### src/rtl/bus_arb_pkg.sv
// Shared types and constants for the two-way bus arbiter.
// Used by bus_arbiter_2x1; optional stats via ARB_STATS_EN.
package bus_arb_pkg;

  typedef enum logic [1:0] {
    IDLE  = 2'd0,
    OWN_A = 2'd1,
    OWN_B = 2'd2
  } arb_state_t;

  localparam logic SEL_A = 1'b0;
  localparam logic SEL_B = 1'b1;
  localparam int   BUS_W = 8;

endpackage

### src/rtl/mux_2x1_8.sv
// 8-bit two-input bus multiplexer.
// SEL=0 passes A, SEL=1 passes B.
module mux_2x1_8 (
  output logic [7:0] Z,
  input  logic [7:0] A,
  input  logic [7:0] B,
  input  logic       SEL
);

  assign Z = SEL ? B : A;

endmodule

### src/rtl/bus_arbiter_2x1.sv
// Round-robin 2:1 bus arbiter with hold limit and registered grants.
// Define ARB_STATS_EN to add saturating per-requester grant counters.
module bus_arbiter_2x1
  import bus_arb_pkg::*;
#(
  parameter int DATA_W   = BUS_W,
  parameter int MAX_HOLD = 4
) (
  input  logic              CLK,
  input  logic              RST_N,
  input  logic              REQ_A,
  input  logic              REQ_B,
  input  logic [DATA_W-1:0] DATA_A,
  input  logic [DATA_W-1:0] DATA_B,
`ifdef ARB_STATS_EN
  input  logic              CNT_CLR,
  output logic [7:0]        CNT_A,
  output logic [7:0]        CNT_B,
`endif
  output logic              GNT_A,
  output logic              GNT_B,
  output logic              SEL,
  output logic [DATA_W-1:0] BUS_OUT,
  output logic              BUS_VALID
);

  localparam logic [7:0] HOLD_LAST = 8'(MAX_HOLD - 1);

  arb_state_t r_state;
  arb_state_t w_next;
  logic [7:0] r_hold;
  logic [7:0] w_hold;
  logic       r_last;
  logic       w_last;
  logic       r_sel;
  logic       w_sel;

  // r_last: 0 = A owned last, 1 = B owned last
  always_comb begin
    w_next = r_state;
    unique case (r_state)
      IDLE: begin
        if (REQ_A && REQ_B)
          w_next = r_last ? OWN_A : OWN_B;
        else if (REQ_A)
          w_next = OWN_A;
        else if (REQ_B)
          w_next = OWN_B;
      end
      OWN_A: begin
        if (!REQ_A)
          w_next = REQ_B ? OWN_B : IDLE;
        else if (REQ_B && r_hold == HOLD_LAST)
          w_next = OWN_B;
      end
      OWN_B: begin
        if (!REQ_B)
          w_next = REQ_A ? OWN_A : IDLE;
        else if (REQ_A && r_hold == HOLD_LAST)
          w_next = OWN_A;
      end
      default: w_next = IDLE;
    endcase
  end

  always_comb begin
    w_hold = r_hold;
    w_last = r_last;
    w_sel  = r_sel;
    if (w_next != r_state)
      w_hold = 8'd0;
    else if (r_hold != HOLD_LAST)
      w_hold = r_hold + 8'd1;
    if (r_state == OWN_A && w_next != OWN_A)
      w_last = 1'b0;
    if (r_state == OWN_B && w_next != OWN_B)
      w_last = 1'b1;
    if (w_next == OWN_A)
      w_sel = SEL_A;
    else if (w_next == OWN_B)
      w_sel = SEL_B;
  end

  always_ff @(posedge CLK or negedge RST_N) begin
    if (!RST_N) begin
      r_state <= IDLE;
      r_hold  <= 8'd0;
      r_last  <= 1'b1;
      r_sel   <= SEL_A;
    end else begin
      r_state <= w_next;
      r_hold  <= w_hold;
      r_last  <= w_last;
      r_sel   <= w_sel;
    end
  end

  assign GNT_A     = (r_state == OWN_A);
  assign GNT_B     = (r_state == OWN_B);
  assign SEL       = r_sel;
  assign BUS_VALID = GNT_A | GNT_B;

  mux_2x1_8 u_mux (
    .Z   (BUS_OUT),
    .A   (DATA_A),
    .B   (DATA_B),
    .SEL (r_sel)
  );

`ifdef ARB_STATS_EN
  logic [7:0] r_cnt_a;
  logic [7:0] r_cnt_b;

  always_ff @(posedge CLK or negedge RST_N) begin
    if (!RST_N) begin
      r_cnt_a <= 8'd0;
      r_cnt_b <= 8'd0;
    end else if (CNT_CLR) begin
      r_cnt_a <= 8'd0;
      r_cnt_b <= 8'd0;
    end else begin
      if (GNT_A && r_cnt_a != 8'hFF)
        r_cnt_a <= r_cnt_a + 8'd1;
      if (GNT_B && r_cnt_b != 8'hFF)
        r_cnt_b <= r_cnt_b + 8'd1;
    end
  end

  assign CNT_A = r_cnt_a;
  assign CNT_B = r_cnt_b;
`endif

  a_gnt_excl: assert property (
    @(posedge CLK) disable iff (!RST_N)
    !(GNT_A && GNT_B)
  );

endmodule

### config.mk
export PLATFORM = sky130hd
export DESIGN_NAME = bus_arbiter_2x1
export DESIGN_NICKNAME = d
export VERILOG_FILES = /design/src/rtl/bus_arb_pkg.sv /design/src/rtl/mux_2x1_8.sv /design/src/rtl/bus_arbiter_2x1.sv
export SDC_FILE = /design/constraint.sdc
export NUM_CORES = 1
export LEC_CHECK = 0
export CAP_MARGIN = 20
export CORE_AREA = 2 2 51 53
export CTS_BUF_LIST = sky130_fd_sc_hd__clkbuf_4 sky130_fd_sc_hd__clkbuf_8
export CTS_CLUSTER_DIAMETER = 200
export CTS_CLUSTER_SIZE = 25
export DETAILED_ROUTE_END_ITERATION = 8
export DIE_AREA = 0 0 53 55
export PLACE_DENSITY = 0.75
export SETUP_SLACK_MARGIN = 0.4
export SKIP_LAST_GASP = 1
export SLEW_MARGIN = 20
export SYNTH_ARGS = -nofsm -noshare
export SYNTH_HDL_FRONTEND = slang
export SYNTH_SLANG_ARGS = --single-unit
### constraint.sdc
create_clock -name CLK -period 2.17 [get_ports CLK]
set_input_delay 0.5425 -clock CLK [delete_from_list [all_inputs] [get_ports CLK]]
set_output_delay 0.5425 -clock CLK [all_outputs]
set_load 0.02 [all_outputs]
==> results <==
-- worst paths after layout --
check	slack, ns	depth (start not counted)	startpoint	end
setup reg to reg	0.12	8	r_hold[0]$_DFFE_PN0P_	r_hold[1]$_DFFE_PN0P_
hold / removal	0.48	2	r_last$_DFFE_PN1P_	r_last$_DFFE_PN1P_
max in group asynchronous	1.16	1	RST_N	r_state[1]$_DFF_PN0_
min in group asynchronous	0.62	1	RST_N	r_hold[3]$_DFFE_PN0P_
hold reg to reg	0.48	2	r_last$_DFFE_PN1P_	r_last$_DFFE_PN1P_
setup / recovery	0.12	8	r_hold[0]$_DFFE_PN0P_	r_hold[1]$_DFFE_PN0P_
-- state kept, by name, summed over array words and instances (netlist names) --
| signal | flops |
|---|---|
| r_hold | 8 |
| r_last | 1 |
| SEL | 1 |
| r_state | 2 |
-- timing repair --
| action | in CTS | in global routing |
|---|---|---|
| gates cloned | 0 | 0 |
| resized for setup | 105 | 19 |
| pin swaps | 7 | 2 |
| setup endpoints to repair | 23 | 22 |
| hold buffers | 0 | 0 |
| buffers inserted | 11 | 4 |
-- metrics by stage --
| stage | TNS [ns] | total power (W) | area [um^2] | hold WS, ns |
|---|---|---|---|---|
| floorplan | 0 | 0.00107 | 995 | 0.247 |
| global placement | -4.19 | 0.00136 | 1380 | 0.492 |
| detailed placement | -4.61 | 0.00139 | 1380 | 0.489 |
| CTS | 0 | 0.00187 | 1590 | 0.482 |
| global route | 0 | 0.00217 | 1680 | 0.518 |
| finish | 0 | 0.00205 | 1680 | 0.483 |
-- report_power, final --
| group | internal, W | total (W) | switching, W |
|---|---|---|---|
| clock network | 0.0000838 | 0.000160 | 0.0000759 |
| registers | 0.000287 | 0.000369 | 0.0000825 |
| logic | 0.000818 | 0.00152 | 0.000705 |
| total | 0.00119 | 0.00205 | 0.000864 |
-- per-layer routing --
metal  routed length (um)  share of wire, %
met2                 1250                48
met3                  215               8.2
met4                   24              0.92
met5                    0                 0
met1                 1140                43
-- cells in the mapped netlist, drive strengths merged, types with 2 or more instances --
master  instances
a211oi          7
nand2           4
buf             2
nand3           8
a21oi           3
dfrtp          11
or2b            2
inv             6
nor2            2
xnor2           2
and3            3
xor2            5
ha              7
mux2            9
o21ai           4
-- area by class of cell --
class | count | area (um^2)
fillers | 179 | 689
repair buffers | 55 | 515
flip-flops and latches | 12 | 305
clock buffers | 4 | 30.0
well taps | 30 | 37.5
multi-input cells | 69 | 762
inverters | 6 | 25.0
-- placed cells by master, fill, tap and decap left out, drive strengths merged, types with 3 or more instances in the layout --
master,instances
xor2,5
buf,35
ha,7
inv,6
a21oi,3
mux2,9
o21ai,4
clkbuf,4
dfrtp,11
a211oi,7
nand2,4
and3,3
dlygate4sd2,17
nand3,8
-- worst min-delay path: stages, from the launching register on --
cell	delay [ns]
dfstp_2	0.37
o21ai_0	0.06
o21ai_1	0.06
-- kinds of logic (layout without fill, tap and decap cells) --
family | Yosys count | in the layout | share of synthesized area (%)
fa+ha+maj | 7 | 7 | 9.28
xor+xnor | 7 | 7 | 7.29
buf+inv | 9 | 65 | 5.17
flops | 12 | 12 | 32.0
mux | 10 | 10 | 11.8
simple gates | 24 | 24 | 16.6
compound gates | 21 | 21 | 17.9
==> flow_summary.yaml <==
global_route:
  use_met2_pct: 35.0
  grt_most_used_layer: "met2"
  track_usage_pct: 20.3
  gr-total-overflow: 0
  antenna_found_initial: 0
  grt_pass1_vias: 931
  grt_max_degree: 13
  grt_use_met3_pct: 5.65
  grt_pass1_wl_um: 4170
  met1_usage_pct: 25.1
clock_network:
  cts_made_buffers: 3
  h-tree-depth: 1
  root_buffer: "clkbuf_4"
  cts_tree: "built"
  clkTransAtPathRegs_ns: 0.07
  cts_sinks: 12
  clk_latency_ns: 0.28
  max-clock-path-buffers: 2
cells_and_area:
  syn_to_final_growth_pct: 77.6
  layout-drive-gt1-share_pct: 57.5
  fin_cells: 176
  final_nets: 174
  fin_util_pct: 70.8
  diodes: 0
pwr:
  leakage_nw: 0.754
  power_density_mw_per_mm2: 1220
  ir_drop_uv: 945
timing:
  finClkSkew_ns: 0.00212
  max_clock_freq_ghz: 0.488
  post-route-period-util_pct: 94.4
  hold_violations: 0
  worst_slew_pin_slew_ns: 0.550
  setup_viol: 0
  rsz0062_at_grt: "true"
  period_needed_ns: 2.05
  slew_headroom_pct: 63.2
  worst_slack_ns: 0.120
  drv_slew: 0
worst_setup_path:
  path_buf_inv: 2
  critPathMaxFanout: 6
  path_class: "register to register"
  crit_top_cell: "buf_6"
  path_delay_family: "compound AO/OA/AOI/OAI gates"
  cp_slowest_stage_delay_ns: 0.42
  end_kind: "register"
  cpMaxStageDelayCell: "a221o_2"
  crit_chain: "ha_2 -> nor4b_4 -> buf_6 -> a31o_4 -> a221o_2 -> xnor2_4 -> buf_6 -> a221oi_2"
  worst_ep_arrival_time_ns: 2.23
  required_ns: 2.36
  startpoint_type: "register"
detailed_routing:
  via_count: 913
  drt_first_pass_iters: 4
  detail_route.wl_per_cell_um: 14.9
  drt-total-wl_um: 2620
  viasPerCell: 5.19
  drc: 0
  drtIter0Drc: 18
  ant_nets: 0
logic_synthesis:
  synth_top_area_share_pct: 29.2
  netlist_area_um2: 943
  ys.flop_type: "dfrtp_1"
  async_flop_share_pct: 100
  synthDistinctLibCells: 33
  ys_ff_latch: 12
  netlist_top_cells_area: "dfrtp_1 (29%), mux2_2 (11%), ha_1 (9.3%)"
  synthCells: 90
  synth_nets: 117
  synth.avg_cell_area_um2: 10.5
  yosysWarnings: 0
  yosysSeqAreaShare_pct: 32.0
  yosysTopAreaCell: "dfrtp_1"
  synth-edff-count: 0
placement:
  place_ws_ns: -0.387
  dp.cells: 157
  port_buffers: 31
  gp_congestion: 0.804
  dp_hpwl_um: 1790
floorplan:
  io_pins: 32
  die_w_um: 53
  die_y_um: 55
  fp.coreArea_mm2: 0.00236
  rows: 18
  die_area_mm2: 0.00292
  start_util_pct: 39.9
outcome:
  outcome: "finished clean"
worst_hold_path:
  hp-class: "register to register"
run:
  drv.max_cap_violation_count: 0
Power figures use the tool's default switching activity.
